<file path="config.mk">
export PLATFORM = sky130hd
export DESIGN_NAME = gray_codec_flat
export DESIGN_NICKNAME = d
export VERILOG_FILES = /design/src/rtl/gray_codec_pkg.sv /design/src/rtl/gray_codec_if.sv /design/src/rtl/gray_xfm.sv /design/src/rtl/gray_codec.sv /design/src/flat_wrapper.sv
export SDC_FILE = /design/constraint.sdc
export NUM_CORES = 1
export LEC_CHECK = 0
export BUFFER_PORTS_ARGS = -buffer_cell sky130_fd_sc_hd__buf_2
export CAP_MARGIN = 20
export CELL_PAD_IN_SITES_DETAIL_PLACEMENT = 1
export CELL_PAD_IN_SITES_GLOBAL_PLACEMENT = 1
export CORE_MARGIN = 5
export CORE_UTILIZATION = 43
export DETAILED_ROUTE_END_ITERATION = 8
export PLACE_DENSITY = 0.92
export RECOVER_POWER = 50
export SYNTH_ARGS = -nofsm -noshare
export SYNTH_HDL_FRONTEND = slang
export SYNTH_SLANG_ARGS = --single-unit
</file>
<file path="constraint.sdc">
create_clock -name clk -period 3 [get_ports clk]
set_input_delay 0.3 -clock clk [delete_from_list [all_inputs] [get_ports clk]]
set_output_delay 0.3 -clock clk [all_outputs]
set_load 0.01 [all_outputs]
</file>
<file path="src/rtl/gray_codec_pkg.sv">
// Shared constants and helpers for the Gray code converter.
package gray_codec_pkg;

    localparam int GRAY_W_DEFAULT = 8;

    localparam logic MODE_B2G = 1'b0;  // binary in, Gray out
    localparam logic MODE_G2B = 1'b1;  // Gray in, binary out

    // Number of set bits in a word of up to 32 bits (narrower words are zero-extended).
    function automatic logic [5:0] popcount32(input logic [31:0] v);
        logic [5:0] n;
        n = 6'd0;
        for (int i = 0; i < 32; i++) begin
            n = n + 6'(v[i]);
        end
        return n;
    endfunction

endpackage

</file>
<file path="src/rtl/gray_codec_if.sv">
// Stream bundle for gray_codec: one input channel and one output channel.
// Handshake: a beat moves on a rising clk edge when valid && ready on that
// channel; the sender holds valid and payload stable until that happens, and
// ready may depend combinationally on the receiver's state.
interface gray_codec_if #(
    parameter int W = 8
);
    logic         in_valid;
    logic         in_ready;
    logic [W-1:0] in_data;
    logic         in_mode;
    logic         out_valid;
    logic         out_ready;
    logic [W-1:0] out_data;
    logic         out_mode;
    logic         out_err;

    // Converter side.
    modport slave (
        input  in_valid, in_data, in_mode, out_ready,
        output in_ready, out_valid, out_data, out_mode, out_err
    );

    // Producer/consumer side.
    modport master (
        output in_valid, in_data, in_mode, out_ready,
        input  in_ready, out_valid, out_data, out_mode, out_err
    );
endinterface

</file>
<file path="src/rtl/gray_xfm.sv">
// Combinational binary<->Gray transform, direction selected per word.
module gray_xfm
    import gray_codec_pkg::*;
#(
    parameter int W = GRAY_W_DEFAULT
) (
    input  logic [W-1:0] din,
    input  logic         mode,
    output logic [W-1:0] dout
);

    logic [W-1:0] b2g;
    logic [W-1:0] g2b;

    // Each binary bit is the XOR of all Gray bits at or above it.
    always_comb begin
        b2g = din ^ (din >> 1);
        g2b = '0;
        for (int i = 0; i < W; i++) begin
            g2b[i] = ^(din >> i);
        end
        dout = (mode == MODE_G2B) ? g2b : b2g;
    end

endmodule

</file>
<file path="src/rtl/gray_codec.sv">
// Two-stage pipelined Gray/binary converter with valid/ready flow control.
// S1 registers the raw word and mode; S2 registers the converted word.
// Optional Gray adjacency checker: define GRAY_CODEC_ADJ_CHK_EN.
module gray_codec
    import gray_codec_pkg::*;
#(
    parameter int W = GRAY_W_DEFAULT
) (
    input  logic         clk,
    input  logic         rst_n,
    gray_codec_if.slave  bus,
    input  logic         clr_err,
    output logic         err_sticky
);

    logic         rdy_en;
    logic         s1_valid, s1_mode, s1_err;
    logic [W-1:0] s1_data;
    logic         s2_valid, s2_mode, s2_err;
    logic [W-1:0] s2_data;
    logic [W-1:0] xfm_out;
    logic         s1_adv, s2_adv, in_fire, out_fire;
    logic         beat_err;

    assign s2_adv   = !s2_valid || bus.out_ready;
    assign s1_adv   = !s1_valid || s2_adv;
    // rdy_en keeps in_ready low during reset and lifts it at the first edge after release.
    assign bus.in_ready = rdy_en && s1_adv;
    assign in_fire  = bus.in_valid && bus.in_ready;
    assign out_fire = s2_valid && bus.out_ready;

    assign bus.out_valid = s2_valid;
    assign bus.out_data  = s2_data;
    assign bus.out_mode  = s2_mode;
    assign bus.out_err   = s2_err;

    gray_xfm #(.W(W)) u_xfm (
        .din  (s1_data),
        .mode (s1_mode),
        .dout (xfm_out)
    );

    // Input acceptance enable, held off while in reset.
    always_ff @(posedge clk or negedge rst_n) begin
        if (!rst_n) rdy_en <= 1'b0;
        else        rdy_en <= 1'b1;
    end

    // Stage 1: capture raw word, mode and adjacency flag.
    always_ff @(posedge clk or negedge rst_n) begin
        if (!rst_n) begin
            s1_valid <= 1'b0;
            s1_data  <= '0;
            s1_mode  <= 1'b0;
            s1_err   <= 1'b0;
        end else if (s1_adv) begin
            s1_valid <= in_fire;
            if (in_fire) begin
                s1_data <= bus.in_data;
                s1_mode <= bus.in_mode;
                s1_err  <= beat_err;
            end
        end
    end

    // Stage 2: capture the converted word with its mode and flag.
    always_ff @(posedge clk or negedge rst_n) begin
        if (!rst_n) begin
            s2_valid <= 1'b0;
            s2_data  <= '0;
            s2_mode  <= 1'b0;
            s2_err   <= 1'b0;
        end else if (s2_adv) begin
            s2_valid <= s1_valid;
            if (s1_valid) begin
                s2_data <= xfm_out;
                s2_mode <= s1_mode;
                s2_err  <= s1_err;
            end
        end
    end

`ifdef GRAY_CODEC_ADJ_CHK_EN
    logic [W-1:0] hist_q;
    logic         hist_valid;
    logic [5:0]   diff_bits;

    assign diff_bits = popcount32(32'(bus.in_data ^ hist_q));
    assign beat_err  = (bus.in_mode == MODE_G2B) && hist_valid && (diff_bits != 6'd1);

    // History of the last accepted Gray-input word; clear takes priority.
    always_ff @(posedge clk or negedge rst_n) begin
        if (!rst_n) begin
            hist_q     <= '0;
            hist_valid <= 1'b0;
        end else if (clr_err) begin
            hist_valid <= 1'b0;
        end else if (in_fire && bus.in_mode == MODE_G2B) begin
            hist_q     <= bus.in_data;
            hist_valid <= 1'b1;
        end
    end

    // Sticky error: set when a flagged beat leaves, set beats a coincident clear.
    always_ff @(posedge clk or negedge rst_n) begin
        if (!rst_n)                 err_sticky <= 1'b0;
        else if (out_fire && s2_err) err_sticky <= 1'b1;
        else if (clr_err)           err_sticky <= 1'b0;
    end
`else
    logic clr_err_unused;
    logic out_fire_unused;

    assign clr_err_unused  = clr_err;
    assign out_fire_unused = out_fire;
    assign beat_err        = 1'b0;
    assign err_sticky      = 1'b0;
`endif

endmodule

</file>
<file path="src/flat_wrapper.sv">
// flat-port wrapper written by rule: the top's interface ports become plain ports
module gray_codec_flat import gray_codec_pkg::*;
#(
    parameter int W = GRAY_W_DEFAULT
)
  (clk, rst_n, clr_err, err_sticky, bus_in_valid, bus_in_data, bus_in_mode, bus_out_ready, bus_in_ready, bus_out_valid, bus_out_data, bus_out_mode, bus_out_err);
  gray_codec_if #(.W(W)) bus_i ();
  input  logic clk;
  input  logic rst_n;
  input  logic clr_err;
  output logic err_sticky;
  input wire logic [$bits(bus_i.in_valid)-1:0] bus_in_valid;
  input wire logic [$bits(bus_i.in_data)-1:0] bus_in_data;
  input wire logic [$bits(bus_i.in_mode)-1:0] bus_in_mode;
  input wire logic [$bits(bus_i.out_ready)-1:0] bus_out_ready;
  output wire logic [$bits(bus_i.in_ready)-1:0] bus_in_ready;
  output wire logic [$bits(bus_i.out_valid)-1:0] bus_out_valid;
  output wire logic [$bits(bus_i.out_data)-1:0] bus_out_data;
  output wire logic [$bits(bus_i.out_mode)-1:0] bus_out_mode;
  output wire logic [$bits(bus_i.out_err)-1:0] bus_out_err;
  assign bus_i.in_valid = bus_in_valid;
  assign bus_i.in_data = bus_in_data;
  assign bus_i.in_mode = bus_in_mode;
  assign bus_i.out_ready = bus_out_ready;
  assign bus_in_ready = bus_i.in_ready;
  assign bus_out_valid = bus_i.out_valid;
  assign bus_out_data = bus_i.out_data;
  assign bus_out_mode = bus_i.out_mode;
  assign bus_out_err = bus_i.out_err;
  gray_codec #(.W(W)) u_core (.clk(clk), .rst_n(rst_n), .bus(bus_i), .clr_err(clr_err), .err_sticky(err_sticky));
endmodule
</file>
**After elaboration in Yosys (flattened, before gate mapping)**

Cells that the tools add are included.

- Bits in registers: 21
- Bits in latches: 0
- Memory bits (writable): 0
- Memory bits (read-only): 0
- Input bits: 14
- Output and inout port bits: 13
- Logic and storage cells: 25
- Memories: 0

- Add/sub/neg operators: 0
- $mul: 0
- Div/mod/pow operators: 0
- Magnitude comparators: 0
- Equal/unequal tests: 0
- Shift operators: 0
- Mux-type cells: 1
- Bitwise operators: 1
- Reduce and logical (&&, ||, !) cells: 16

Operator list:

| cell | number |
|---|---|
| XOR reduction 8 bit | 8 |
| two-way mux 8 bit | 1 |
| bitwise XOR 8 x 7 -> 8 bit | 1 |
| AND reduction 2 bit | 2 |
| logical AND 1 bit | 2 |
| logical NOT 1 bit | 2 |
| logical OR 1 bit | 2 |

**Depth between registers and ports, before layout**

Gate-level depths: netlist (run 1).

- Depth in word-level cells: 6
- Mapped depth: 6
- Mapped depth without buffers: 4

**By module**

A second synthesis (run 1) with hierarchy kept.

- Cells, all modules: 79
- Area total of the unflattened synthesis: 1062.3 µm²

By module, submodules not included:

| module | instances | cells an instance | area each (µm²) | seq. area each (µm²) |
|---|---|---|---|---|
| gray_codec | 1 | 52 | 842.1 | 525.5 |
| gray_xfm | 1 | 27 | 220.2 | 0.0 |

**Least setup slack after synthesis (run 1)**

No wires, ideal clock.

- Kind: reg-to-reg
- Start: register u_core.s1_data[6]
- End: register u_core.s2_data[0] (netlist: u_core.bus.out_data[0])
- Setup time: 0.095 ns
- Arrival time: 1.401 ns
- Required time: 2.905 ns
- Slack: 1.503 ns
- Stages on the path, launching flop included: 6
- Path buffers: 1
- Clock period less this slack: 1.497 ns
- Cell sequence: dfrtp_1 > buf_2 > xnor2_1 > xnor3_1 > and3_1 > o31ai_1

- Word-level cells in the longest chain between the ends: 2

Ends and longest elaborated chain:

| element | RTL line | RTL |
|---|---|---|
| from (decl) | gray_codec.sv:18 | `logic [W-1:0] s1_data;` |
| from (signal assigned) | gray_codec.sv:59 | `s1_data <= bus.in_data;` |
| XOR reduction 8 bit | gray_xfm.sv:20 | `g2b[i] = ^(din >> i);` |
| two-way mux 8 bit | gray_xfm.sv:22 | `dout = (mode == MODE_G2B) ? g2b : b2g;` |
| to (signal assigned) | gray_codec.sv:76 | `s2_data <= xfm_out;` |
| to (decl) | gray_codec.sv:20 | `logic [W-1:0] s2_data;` |

No other way between the ends.
A chain may end at the register's enable or synchronous reset.

**Worst setup path after layout (run 1)**

- Start: register u_core.s1_data[5]
- End: register u_core.s2_data[0] (netlist: u_core.bus.out_data[0])

The elaborated chain is that of the path after synthesis.

==> results.cfg, run 1 <==
[global_routing]
overflow = 0
met3_usage = 0.0305
use_met2 = 0.253
grt_pass1_vias = 758
antenna_found_initial = 0
grt_pass1_wl_um = 3530
grt_usage = 0.139
grt.busiest_layer = met2
grt_start_max_net_pins = 22
use_met1 = 0.144

[final_layout]
n_antenna_cell = 0
area_growth_pct = 14.8
fillers = 268
layout-drive-gt1-share = 0.349
multi_input_area_um2 = 497
regArea_um2 = 526
final_nets = 124

[route]
num_vias = 693
firstDrtPassIters = 2
routed_via_density = 4.99
drc = 0
ant_nets = 0
routed_wirelength_um = 2050
drt-wirelength-per-cell_um = 14.7
drtIter0Drc = 7

[critical_path]
cp.required_ps = 3220
cpMaxStageDelayCell = dfrtp_1
crit_family = XOR/XNOR gates
cp.arrival_ps = 1920
startpoint_type = flip-flop
critical_path_class = flip-flop to flip-flop
endpoint_kind = flip-flop
crit_chain = xnor2_2, xnor3_1, and3_1, o31ai_1
path_buf_inv = 0
crit_fanout = 4
crit_path_max_incr_delay_ps = 480

[die]
core.rowCount = 18
start_util = 0.436
ioPinCount = 27
dieHeight_um = 59.4
core_um2 = 2410
dieWidth_um = 59.4
die_area_um2 = 3530

[clock_tree]
cts_buffer_depth = 2
cts_sinks = 21
cts_tree = built
cts_setup_buffers = 0
cts-hold-fix-buffers = 1
cts_buffers = 3
cts_root_buf = clkbuf_4
clk_pin_slew_ps = 110
worstSkewPairLatency_ps = 310
ctsResizeCount = 0
h-tree-depth = 1

[synth]
seq_area_frac_synth = 0.501
netlist.top_cell.by_area = dfrtp_1
yosys.area_share.simple = 0.105
synth_seq_cells = 21
mappedNetlistArea_um2 = 1050
postSynthCellCount = 86
synth_top_area_frac = 0.501
synth_top_family_by_area = XOR/XNOR gates
yosysWarnings = 0
synth_cell_types = 26
synth_compound_area_frac = 0.0560
yosys.area_share.xor_xnor = 0.184
synthTopCellsByArea = dfrtp_1 50%, mux2_2 12%, xnor2_1 6.7%
yosys.area_share.adder = 0
syn_avg_cell_area_um2 = 12.2
synthMuxAreaShare = 0.118

[sta]
hold_ws_ps = 217
slew_violations = 0
tightest_slew_ps = 1110
post-route-min-period_ps = 1700
setup_viol = 0
skew_ps = 6.85
slew_headroom = 0.259
rsz0062_at_grt = no
post-route-period-util = 0.568
tns_ps = 0
finalHoldViolations = 0
fmaxAchievable_mhz = 587

[power_and_ir_drop]
p_int_w = 0.000609
p_leak_nw = 0.570
ir_drop_uv = 397
switchingPower_w = 0.000323
p_sw_frac = 0.347
clockPowerShare = 0.147
combPwrFrac = 0.396
seqPwrFrac = 0.458
p_per_area_nw_per_um2 = 773
finalPower_w = 0.000931

[status]
status = completed

[min_path]
hold_class = input port to flip-flop

[place]
gp_congestion = 0.729
port_buffers = 23
hpwl_um = 1660

[flow_run]
max-cap-violations = 0
==> cells in the mapped netlist <==
cell type	count
nand2_1	12
nand2b_1	1
xnor3_1	2
xnor2_1	8
or2_2	1
xnor2_2	1
and3_4	1
nor2b_1	2
conb_1	2
clkbuf_1	3
buf_2	1
mux2_2	11
a211o_1	1
buf_4	2
and2_1	1
dfrtp_1	21
nand4_1	1
nand3_1	2
xor2_2	1
and3_1	1
o31ai_1	1
xor3_4	1
a21oi_1	2
o31ai_2	1
o21ai_0	4
xor2_1	2
==> sequential cells by signal (all words and copies together), names as in the netlist <==
name / flops
u_core.s1_valid: 1
u_core.s1_data: 8
u_core.bus.out_mode: 1
u_core.s1_mode: 1
u_core.rdy_en: 1
u_core.bus.out_valid: 1
u_core.bus.out_data: 8
==> final cells by class <==
| type | instances | area share |
|---|---|---|
| sequential | 21 | 0.436 |
| clock buffer | 4 | 0.0218 |
| tap | 30 | 0.0312 |
| multi-input combinational | 60 | 0.412 |
| timing repair buffer | 24 | 0.0986 |
==> placed cells by master, fill, tap and decap left out <==
cell           netlist  final
xnor2_1              8      8
nand2b_1             1      1
xnor2_2              1      1
a21oi_1              2      2
o21ai_0              4      4
xnor3_1              2      2
o31ai_1              1      1
a211o_1              1      1
or2_2                1      1
dlygate4sd3_1        0      1
and3_4               1      1
xor2_1               2      2
xor2_2               1      1
clkbuf_1             3      6
nand3_1              2      2
nor2b_1              2      2
buf_2                1     18
nand4_1              1      1
and2_1               1      1
conb_1               2      3
and3_1               1      1
nand2_1             12     12
xor3_4               1      1
dfrtp_1             21     21
mux2_2              11     11
o31ai_2              1      1
clkbuf_4             0      3
==> through the flow <==
stage / utilization / setup slack (ps) / cell area (um2) / cells
4_1_cts: 0.503 / 1280 / 1210 / 139
2_1_floorplan: - / 1500 / 1050 / 87
3_5_place_dp: 0.488 / 1300 / 1170 / 134
3_3_place_gp: 0.488 / 1390 / 1170 / 134
6_report: 0.500 / 1300 / 1200 / 139
5_1_grt: 0.500 / 1190 / 1200 / 139
==> layer usage <==
layer | share of wire | up-vias | wire (um)
li1 | - | 330 | -
met1 | 0.38 | 341 | 783
met5 | 0 | - | 0
met4 | 0.021 | 0 | 43
met3 | 0.051 | 5 | 105
met2 | 0.54 | 17 | 1110
==> worst paths after layout <==
| check | from | endpoint | slack (ps) | cells after the start |
|---|---|---|---|---|
| max | u_core.s1_data[5]$_DFFE_PN0P_ | u_core.bus.out_data[0]$_DFFE_PN0P_ | 1300 | 4 |
| min | bus_in_data[7] | u_core.s1_data[7]$_DFFE_PN0P_ | 220 | 2 |
| max reg2reg | u_core.s1_data[5]$_DFFE_PN0P_ | u_core.bus.out_data[0]$_DFFE_PN0P_ | 1300 | 4 |
| min reg2reg | u_core.bus.out_data[4]$_DFFE_PN0P_ | u_core.bus.out_data[4]$_DFFE_PN0P_ | 490 | 2 |
| max in group asynchronous | rst_n | u_core.s1_data[2]$_DFFE_PN0P_ | 1620 | 2 |
| min in group asynchronous | rst_n | u_core.bus.out_data[6]$_DFFE_PN0P_ | 710 | 2 |
==> cell families (layout without fill, tap and decap cells) <==
kind of cell,Yosys count,count (layout)
flip-flops,21,21
XOR/XNOR,15,15
multiplexers,11,11
AND/OR/NAND/NOR,22,22
AO/OA/AOI/OAI,9,9
buffers and inverters,6,28
other,2,3
==> power groups by stage <==
stage | clock (W) | combinational, W | sequential (W)
5_1_grt | 0.000158 | 0.000404 | 0.000439
2_1_floorplan | 0 | 0.000249 | 0.000440
3_5_place_dp | 0 | 0.000378 | 0.000435
3_3_place_gp | 0 | 0.000354 | 0.000424
6_report | 0.000137 | 0.000368 | 0.000426
4_1_cts | 0.000141 | 0.000380 | 0.000429
==> worst register-to-register path: cells and delay by family (launching register included) <==
family	cells	cell delay [ps]
XOR/XNOR	2	730
AO/OA/AOI/OAI	1	210
flip-flops	1	480
AND/OR/NAND/NOR	1	200
Note: power is estimated with default switching activity, not from simulation.
==> run 2: changes to the inputs <==
--- a/config.mk
+++ b/config.mk
@@ -10,9 +10,9 @@
 export CELL_PAD_IN_SITES_DETAIL_PLACEMENT = 1
 export CELL_PAD_IN_SITES_GLOBAL_PLACEMENT = 1
 export CORE_MARGIN = 5
-export CORE_UTILIZATION = 43
+export CORE_UTILIZATION = 36
 export DETAILED_ROUTE_END_ITERATION = 8
-export PLACE_DENSITY = 0.92
+export PLACE_DENSITY = 0.83
 export RECOVER_POWER = 50
 export SYNTH_ARGS = -nofsm -noshare
 export SYNTH_HDL_FRONTEND = slang
==> constraint.sdc (replaced) <==
create_clock -name clk -period 1.4 [get_ports clk]
set_input_delay 0.14 -clock clk [delete_from_list [all_inputs] [get_ports clk]]
set_output_delay 0.14 -clock clk [all_outputs]
set_load 0.01 [all_outputs]
==> run 2 against run 1 <==
Compared with the run above:
- the flow now finishes with violations (setup timing)
- setup slack lost 1500 ps
- sequential cell count unchanged
- clock power rose by 130%
- sequential share of layout area shrank 8.0 points
- first-iteration DRC count decreased by 14%
- wire length up 36%
- combinational power increased to 3.4 times the previous value
- die area rose by 16%
- global-route usage decreased by 1.4 points
- critical path depth grew 1
- count of clock-buffer cells in the layout is the same
- fmax rose by 8.1%
==> results.cfg, run 2 (synthesized netlist as in run 1, its figures left out) <==
[sta]
slew_violations = 0
post-route-min-period_ps = 1580
worst_slack_ps = -176
tns_ps = -513
hold_ws_ps = 32.1
post-route-period-util = 1.13
finalHoldViolations = 0
rsz0062_at_grt = yes
tightest_slew_ps = 528
slew_headroom = 0.648
setup_viol = 8
skew_ps = 10.2
fmaxAchievable_mhz = 634

[place]
hpwl_um = 1750
placed_cells = 147
post_dp_cell_area_um2 = 1270
gp_congestion = 0.664
port_buffers = 23

[die]
core.rowCount = 19
core_um2 = 2780
die_area_um2 = 4100
dieHeight_um = 64
dieWidth_um = 64
start_util = 0.377
ioPinCount = 27

[critical_path]
startpoint_type = flip-flop
crit_fanout = 3
cpMaxStageDelayCell = dfrtp_2
path_buf_inv = 1
endpoint_kind = flip-flop
cp.required_ps = 1640
crit_path_max_incr_delay_ps = 460
cp.arrival_ps = 1810
critical_path_class = flip-flop to flip-flop
crit_family = XOR/XNOR gates
crit_chain = buf_6, xor2_4, xnor3_1, and3_4, o31ai_2

[route]
num_vias = 777
drc = 0
routed_wirelength_um = 2770
ant_nets = 0
firstDrtPassIters = 4
routed_via_density = 4.89
drt-wirelength-per-cell_um = 17.4
drtIter0Drc = 6

[final_layout]
final_nets = 142
final_common_cell = buf_2
fillers = 304
layout-drive-gt1-share = 0.591
utilization = 0.533
multi_input_area_um2 = 603
layout.cells.non_filler = 159
stdcell_area_um2 = 1480
area_growth_pct = 41.2
final_cell_mix = 20 x buf_2, 19 x dfrtp_1, 13 x buf_4
regArea_um2 = 528

[clock_tree]
cts_root_buf = clkbuf_4
cts_buffers = 3
clk_pin_slew_ps = 130
h-tree-depth = 1
cts_buffer_depth = 2
worstSkewPairLatency_ps = 330
cts_tree = built
cts_sinks = 21

[status]
violations = setup timing
status = finished, violations left

[global_routing]
overflow = 0
grt_usage = 0.124
antenna_found_initial = 1
grt_pass1_wl_um = 3940
grt_start_max_net_pins = 22
grt_pass1_vias = 832

[min_path]
hold_class = input port to flip-flop

[power_and_ir_drop]
p_leak_nw = 0.716
p_per_area_nw_per_um2 = 1660
ir_drop_uv = 900

[flow_run]
max-cap-violations = 0
## run 2: final timing paths
path	slack, ps	end	depth (start not counted)	from
setup / recovery	-180	u_core.bus.out_data[1]$_DFFE_PN0P_	5	u_core.s1_data[6]$_DFFE_PN0P_
hold / removal	30	u_core.s1_data[4]$_DFFE_PN0P_	2	bus_in_data[4]
setup reg to reg	-180	u_core.bus.out_data[1]$_DFFE_PN0P_	5	u_core.s1_data[6]$_DFFE_PN0P_
hold reg to reg	510	u_core.bus.out_data[6]$_DFFE_PN0P_	2	u_core.bus.out_data[6]$_DFFE_PN0P_
max in group asynchronous	720	u_core.s1_data[7]$_DFFE_PN0P_	2	rst_n
min in group asynchronous	310	u_core.s1_data[4]$_DFFE_PN0P_	2	rst_n
## run 2: power by group
| group | internal, W | total [W] | switching [W] |
|---|---|---|---|
| combinational | 0.000700 | 0.00124 | 0.000538 |
| sequential | 0.000773 | 0.000913 | 0.000140 |
| clock | 0.000112 | 0.000316 | 0.000205 |
| total | 0.00158 | 0.00247 | 0.000882 |
## run 2: what timing repair did
item / in CTS / in global routing
gates resized for setup: 7 / 21
cloned: 0 / 0
hold buffers: 1 / 0
setup buffers: 5 / 2
hold endpoints to repair: 21 / 0
setup endpoints to repair: 13 / 8
pin swaps: 4 / 9
## run 2: area by class of cell
cell class	instances	area share
Multi-Input combinational cell	60	0.407
Antenna cell	1	0.00169
Tap cell	31	0.0262
Clock buffer	4	0.0177
Sequential cell	21	0.356
Timing Repair Buffer	42	0.192
## run 2: through the flow
step / total power, W / setup WS [ps]
floorplan: 0.00148 / -90.9
global placement: 0.00178 / -53.1
detailed placement: 0.00185 / -156
CTS: 0.00222 / -167
global route: 0.00264 / -221
finish: 0.00247 / -176
## run 2: worst register-to-register path, stage by stage (launching register included)
cell     delay (ps)
dfrtp_2         460
buf_6           130
xor2_4          150
xnor3_1         380
and3_4          200
o31ai_2         170
## run 2: layer usage
layer / track usage / part of all wire / vias up
li1: - / - / 362
met2: 0.227 / 0.56 / 20
met5: 0 / 0 / -
met3: 0.0333 / 0.046 / 6
met4: 0.0519 / 0.017 / 0
met1: 0.133 / 0.38 / 389
